**config.mk**
```make
export PLATFORM = sky130hd
export DESIGN_NAME = sram_stage_sequencer
export DESIGN_NICKNAME = d
export VERILOG_FILES = /design/src/rtl/sram_stage_sequencer.sv
export SDC_FILE = /design/constraint.sdc
export NUM_CORES = 1
export LEC_CHECK = 0
export ABC_AREA = 1
export CORE_MARGIN = 2
export CORE_UTILIZATION = 50
export DETAILED_ROUTE_END_ITERATION = 10
export PLACE_DENSITY_LB_ADDON = 0.2
export SLEW_MARGIN = 30
export SYNTH_ARGS = -nofsm -noshare
export SYNTH_HDL_FRONTEND = slang
export SYNTH_SLANG_ARGS = --single-unit
```
**constraint.sdc**
```tcl
create_clock -name CLOCK_50_I -period 2.5 [get_ports CLOCK_50_I]
set_input_delay 0.25 -clock CLOCK_50_I [delete_from_list [all_inputs] [get_ports CLOCK_50_I]]
set_output_delay 0.25 -clock CLOCK_50_I [all_outputs]
set_load 0.05 [all_outputs]
```
**src/rtl/sram_stage_sequencer.sv**
```systemverilog
// sram_stage_sequencer: runs SRAM-master stages in order, owning the SRAM bus while a stage runs
// and handing it to the default (display/UART) channel otherwise; per-stage timeout with sticky error.
module sram_stage_sequencer #(
  parameter int NUM_STAGES = 3,
  parameter int ADDR_W = 18,
  parameter int DATA_W = 16,
  parameter logic [31:0] TIMEOUT = 32'd50000000
) (
  input  logic                              CLOCK_50_I,
  input  logic                              resetn,
  input  logic                              go,
  input  logic                              abort,
  input  logic [NUM_STAGES-1:0]             skip_mask,
  input  logic [NUM_STAGES-1:0]             stage_done,
  input  logic [NUM_STAGES*ADDR_W-1:0]      stage_address,
  input  logic [NUM_STAGES-1:0]             stage_we_n,
  input  logic [NUM_STAGES*DATA_W-1:0]      stage_write_data,
  input  logic [ADDR_W-1:0]                 dflt_address,
  input  logic                              dflt_we_n,
  input  logic [DATA_W-1:0]                 dflt_write_data,
  output logic [ADDR_W-1:0]                 SRAM_address,
  output logic                              SRAM_we_n,
  output logic [DATA_W-1:0]                 SRAM_write_data,
  output logic [NUM_STAGES-1:0]             stage_start,
  output logic                              busy,
  output logic                              done,
  output logic                              error,
  output logic [$clog2(NUM_STAGES+1)-1:0]   err_stage,
  output logic [31:0]                       run_cycles
);
  localparam int IW = $clog2(NUM_STAGES+1);
  localparam logic [2:0] S_IDLE = 3'd0, S_SELECT = 3'd1, S_RUN = 3'd2, S_FINISH = 3'd3, S_FAIL = 3'd4;
  logic [2:0]            r_state;
  logic [IW-1:0]         r_idx;
  logic [NUM_STAGES-1:0] r_skip;
  logic [NUM_STAGES-1:0] r_start;
  logic [31:0]           r_timer;
  logic                  r_error;
  logic [IW-1:0]         r_err_stage;
  logic [31:0]           r_run_cycles;
  logic                  w_run;
  logic [31:0]           w_sel;
  assign w_run = r_state == S_RUN;
  assign w_sel = 32'(r_idx);
  assign busy = r_state != S_IDLE;
  assign done = r_state == S_FINISH;
  assign error = r_error;
  assign err_stage = r_err_stage;
  assign run_cycles = r_run_cycles;
  assign stage_start = r_start;
  // bus ownership follows the registered state only, so the mux never glitches on stage inputs
  assign SRAM_address = w_run ? stage_address[w_sel*ADDR_W +: ADDR_W] : dflt_address;
  assign SRAM_we_n = w_run ? stage_we_n[r_idx] : dflt_we_n;
  assign SRAM_write_data = w_run ? stage_write_data[w_sel*DATA_W +: DATA_W] : dflt_write_data;
  always_ff @(posedge CLOCK_50_I or negedge resetn) begin
    if (!resetn) begin
      r_state <= S_IDLE;
      r_idx <= '0;
      r_skip <= '0;
      r_start <= '0;
      r_timer <= '0;
      r_error <= 1'b0;
      r_err_stage <= '0;
      r_run_cycles <= '0;
    end else begin
      if (busy && r_run_cycles != 32'hFFFFFFFF) r_run_cycles <= r_run_cycles + 32'd1;
      case (r_state)
        S_IDLE: if (go) begin
          r_skip <= skip_mask;
          r_idx <= '0;
          r_error <= 1'b0;
          r_run_cycles <= '0;
          r_state <= S_SELECT;
        end
        S_SELECT:
          if (r_idx == IW'(NUM_STAGES)) r_state <= S_FINISH;
          else if (r_skip[r_idx]) r_idx <= r_idx + 1'b1;
          else begin
            r_start <= NUM_STAGES'(1) << r_idx;
            r_timer <= '0;
            r_state <= S_RUN;
          end
        S_RUN:
          if (stage_done[r_idx]) begin
            r_start <= '0;
            r_idx <= r_idx + 1'b1;
            r_state <= S_SELECT;
          end else if (abort) begin
            r_start <= '0;
            r_state <= S_IDLE;
          end else if (r_timer == TIMEOUT - 32'd1) begin
            r_start <= '0;
            r_error <= 1'b1;
            r_err_stage <= r_idx;
            r_state <= S_FAIL;
          end else r_timer <= r_timer + 32'd1;
        default: r_state <= S_IDLE;
      endcase
    end
  end
endmodule
```
# Yosys cells after proc, flatten, opt, wreduce, memory -nomap -nowiden
# Index checks and enable logic that the tools add are counted.
[classes]
n_lt_le_gt_ge = 1
reduce_logical = 13
shift = 3
bitwise_logic = 2
eq_ne = 17
muxes = 41
add_sub_neg = 3
mul = 1
[ops]
columns = ["cell", "count"]
rows = [
  ["2-to-1 mux 32 bit", 8],
  ["adder 32 x 1 -> 32 bit (second input constant)", 2],
  ["one-hot mux 32 bit (2 select lines)", 1],
  ["variable part select 54 x 8 -> 18 bit", 1],
  ["variable part select 48 x 7 -> 16 bit", 1],
  ["2-to-1 mux 3 bit", 11],
  ["equality test 32 x 26 -> 1 bit (second input constant)", 1],
  ["!= test 32 bit (second input constant)", 1],
  ["2-to-1 mux 18 bit", 1],
  ["2-to-1 mux 16 bit", 1],
  ["!= test 2 bit (second input constant)", 7],
  ["AND reduction 5 bit", 2],
  ["one-hot mux 3 bit (3 select lines)", 1],
  ["2-to-1 mux 1 bit", 8],
  ["2-to-1 mux 2 bit", 4],
  ["AND reduction 4 bit", 2],
  ["binary-select mux 1 bit (select 2 bit)", 3],
  ["equality test 3 x 2 -> 1 bit (second input constant)", 2],
  ["multiplier 2 x 4 -> 6 bit (second input constant)", 1],
  ["one-hot mux 2 bit (3 select lines)", 1],
  ["one-hot mux 3 bit (2 select lines)", 1],
  ["AND reduction 6 bit", 1],
  ["nonzero test 3 bit", 2],
  ["!= test 2 x 1 -> 1 bit (second input constant)", 2],
  ["other kinds (14)", 16],
]
[word_totals]
out_inout_bits = 75
ff_bits = 78

# Logic depth before layout (Yosys ltp)
# Gate-level depths: netlist of the first run.
[logic_depth]
word_depth = 5
ltp_mapped = 12
mapped_depth_nobuf = 11

# Worst setup path after synthesis of the first run
# Ideal clock, no wire load.
[synth_path]
kind = "flip-flop to output port"
from = "register r_idx[0]"
to = "output SRAM_write_data[10]"
slack_ps = 292
t_arrival_ps = 1958
required_time_ps = 2250
stages_incl_launch_ff = 6
n_path_buf = 2
path_cell_list = "dfrtp_1 -> inv_2 -> clkbuf_1 -> clkbuf_1 -> o21ai_0 -> a21oi_1"
[synth_between]
elab_chain_cells = 2
[synth_rtl]
columns = ["element", "line_no", "source"]
rows = [
  ["start: declaration", "34", "logic [IW-1:0] r_idx;"],
  ["start signal: assignment", "77", "else if (r_skip[r_idx]) r_idx <= r_idx + 1'b1;"],
  ["start signal: assignment", "86", "r_idx <= r_idx + 1'b1;"],
  ["variable part select 48 x 7 -> 16 bit", "54", "assign SRAM_write_data = w_run ? stage_write_data[w_sel*DATA_W +: DATA_W] : dflt_write_data;"],
  ["2-to-1 mux 16 bit", "54", ""],
  ["end: declaration", "23", "output logic [DATA_W-1:0] SRAM_write_data,"],
]
# No other way between the ends.

# Worst setup path after layout of the first run
[layout_path]
from = "register r_idx[0]"
to = "output SRAM_address[4]"
[layout_between]
elab_chain_cells = 3
[layout_rtl]
columns = ["element", "line_no", "source"]
rows = [
  ["multiplier 2 x 4 -> 6 bit", "52", "assign SRAM_address = w_run ? stage_address[w_sel*ADDR_W +: ADDR_W] : dflt_address;"],
  ["variable part select 54 x 8 -> 18 bit", "52", ""],
  ["2-to-1 mux 18 bit", "52", ""],
  ["end: declaration", "21", "output logic [ADDR_W-1:0] SRAM_address,"],
]
# No other way between the ends.

==> flow_summary_export.csv, run 1 <==
group,metric,value,unit
status,outcome,"completed",
job,maxCapViolCount,0,
critical_path,crit_required,2.25,ns
critical_path,r2r_start,"run_cycles[0]",
critical_path,crit_fanout,38,
clock_tree,clkLatencyLatePin,0.34,ns
cells_and_area,fillers,1056,
placement,io_buffers,224,
sta,tightest_slew,0.6928,ns
floorplan,io_pins,225,
cells_and_area,drive_gt1_share,9.813,%
global_routing,grt_pass1_wl,37340,um
clock_tree,cts_buffers,9,
floorplan,die_w,117.7,um
clock_tree,tritoncts,"yes",
route,vias,7880,
floorplan,core_area,0.01262,mm2
global_routing,grt_usage,33.15,%
hold_path,min_from,"skip_mask[2]",
sta,fmax,428.7,MHz
clock_tree,h-tree-depth,3,
critical_path,critPathCaptureType,"primary output",
pwr,p_per_area,763.6,mW/mm2
critical_path,crit_path_start_kind,"register",
hold_path,min_path_type,"in -> reg",
logic_synthesis,synth-seq-area-share,30.19,%
logic_synthesis,avgSynthCellArea,6.065,um2
global_routing,overflow,0,
logic_synthesis,synth-seq-cells,78,
route,initialDrtViolationCount,782,
sta,min_period_over_period,93.30,%
pwr,cellLeakagePower,4.165,nW
logic_synthesis,synth.distinct_cells,39,
placement,dp.cells,1439,
sta,timing.hold.ws,0.4541,ns
global_routing,grt_pass1_vias,7470,
route,viasPerCell,5.408,
cells_and_area,fin_nets,1435,
route,finalWirelength,23180,um
route,wl_per_cell,15.91,um
floorplan,start_util,51.23,%
floorplan,row_count,41,
route,ant_nets,0,
pwr,power,7.308,mW
route,drc,0,
clock_tree,cts.clk_slew.worst_paths,0.06,ns
critical_path,crit_type,"reg -> out",
sta,setup_viol,0,
pwr,max-vdd-ir-drop,570.3,uV
sta,finClkSkew,0.006887,ns
clock_tree,cts_setup_buffers,0,
floorplan,die_h,117.7,um
clock_tree,cts_hold_buf,1,
sta,relSlewSlack,53.81,%
cells_and_area,final_cell_mix,"305 x nand2_1, 239 x nor2_1, 188 x clkdlybuf4s50_1",
sta,min_period,2.333,ns
cells_and_area,stdcell_count,1457,
cells_and_area,syn2layout_area_growth,48.04,%
logic_synthesis,syn-cell-area,0.006465,mm2
sta,fin_tns_setup,0,ns
cells_and_area,final_common_cell,"nand2_1",
sta,rsz0062_at_grt,"false",
logic_synthesis,synth_cells,1066,
critical_path,crit_arrival,2.08,ns
floorplan,die_area,0.01386,mm2
clock_tree,cts_num_sinks,78,
placement,routabilityCongestion,1.008,
clock_tree,ctsResizeCount,0,
cells_and_area,fin_util,75.84,%
sta,hold_violations,0,
logic_synthesis,synth_nets,1222,
placement,dp_hpwl,17930,um
sta,finalMaxSlewViolations,0,
critical_path,crit_start,"r_idx[0]",
global_routing,antenna_found_initial,1,
clock_tree,clockBufferDepth,2,
global_routing,grt_max_degree,52,
route,dr.pass1.iters,5,
logic_synthesis,synth_warnings,0,
clock_tree,clock-root-buffer,"clkbuf_16",
-- cells in the mapped netlist (all sizes together) --
cell | count | area [um2]
ha | 6 | 75.07
a21boi | 1 | 7.510
nor3b | 1 | 7.510
xor2 | 6 | 52.55
xnor2 | 3 | 26.28
a31oi | 2 | 12.51
clkbuf | 18 | 67.56
and2 | 2 | 12.51
nand2 | 314 | 1209
nor3 | 6 | 35.03
and3 | 2 | 12.51
o21ai | 70 | 402.9
or2 | 9 | 56.30
nor2 | 250 | 997.2
inv | 80 | 300.3
dfrtp | 78 | 1952
a21oi | 88 | 462.9
o21bai | 4 | 30.03
buf | 22 | 153.9
o211ai | 2 | 15.01
nand3 | 79 | 422.9
nand3b | 8 | 60.06
nand4 | 15 | 93.84
-- layer usage --
| metal | global-route usage (%) | part of all wire [%] |
|---|---|---|
| met2 | 57.34 | 49 |
| met3 | 7.849 | 8.9 |
| met1 | 41.21 | 40 |
| met4 | 9.337 | 2.4 |
| met5 | 0 | 0 |
-- cells by family after synthesis --
logic type,synth area share [%]
adder cells (fa/ha/maj),1.161
buffers and inverters,8.070
flip-flops,30.19
AND/OR/NAND/NOR,44.96
XOR/XNOR,1.219
AO/OA/AOI/OAI,14.40
-- critical path: stages (launching register included) --
cell and delay, ns:
dfrtp_1 0.44, buf_4 0.21, inv_2 0.07, buf_4 0.34, o21ai_0 0.21, a21oi_1 0.28, buf_12 0.18
-- cell type report --
class | count | area [um2] | share of cell area [%]
inverters | 80 | 300.3 | 3.138
repair buffers | 242 | 2765 | 28.89
multi-input cells | 868 | 3996 | 41.76
clock buffers | 11 | 232.7 | 2.432
diodes | 1 | 2.502 | 0.02615
clock inverters | 5 | 106.4 | 1.111
well taps | 172 | 215.2 | 2.249
flip-flops and latches | 78 | 1952 | 20.39
-- report_power, final --
part           internal [mW]  total (mW)  leakage [nW]  switching (mW)
Sequential              1.38        1.50          1.07           0.128
Clock                  0.980        1.51         0.160           0.530
Combinational           1.60        4.30          2.93            2.70
-- stage by stage --
stage               setup slack, ns  cell area, um2
finish                       0.1675            9570
global route                0.07597            9570
CTS                          0.1846            9568
detailed placement           0.4290            9219
global placement             0.4818            9219
floorplan                    0.2915            6465
-- final timing paths --
check	end	slack [ns]	depth (start not counted)
worst min register to register	r_skip[2]	0.48	2
max in group asynchronous	stage_start[2]	1.41	3
worst max-delay path	SRAM_address[4]	0.17	6
min in group asynchronous	run_cycles[0]	0.50	2
worst min-delay path	r_skip[2]	0.45	3
worst max register to register	run_cycles[3]	0.38	10
-- flip-flops by register name, indices dropped and copies added, names as in the netlist --
| name | flops |
|---|---|
| run_cycles | 32 |
| r_skip | 3 |
| r_timer | 32 |
| r_state | 3 |
| r_idx | 2 |
| err_stage | 2 |
| error | 1 |
| stage_start | 3 |
Note: power is estimated with default switching activity, not from simulation.
==> run 2, diff against run 1 <==
--- a/config.mk
+++ b/config.mk
@@ -8,6 +8,7 @@
 export ABC_AREA = 1
 export CORE_MARGIN = 2
 export CORE_UTILIZATION = 50
+export CTS_CLUSTER_DIAMETER = 200
 export DETAILED_ROUTE_END_ITERATION = 10
 export PLACE_DENSITY_LB_ADDON = 0.2
 export SLEW_MARGIN = 30
==> results of run 2 <==
No change in the layout: final DEF, timing and power equal those of run 1.
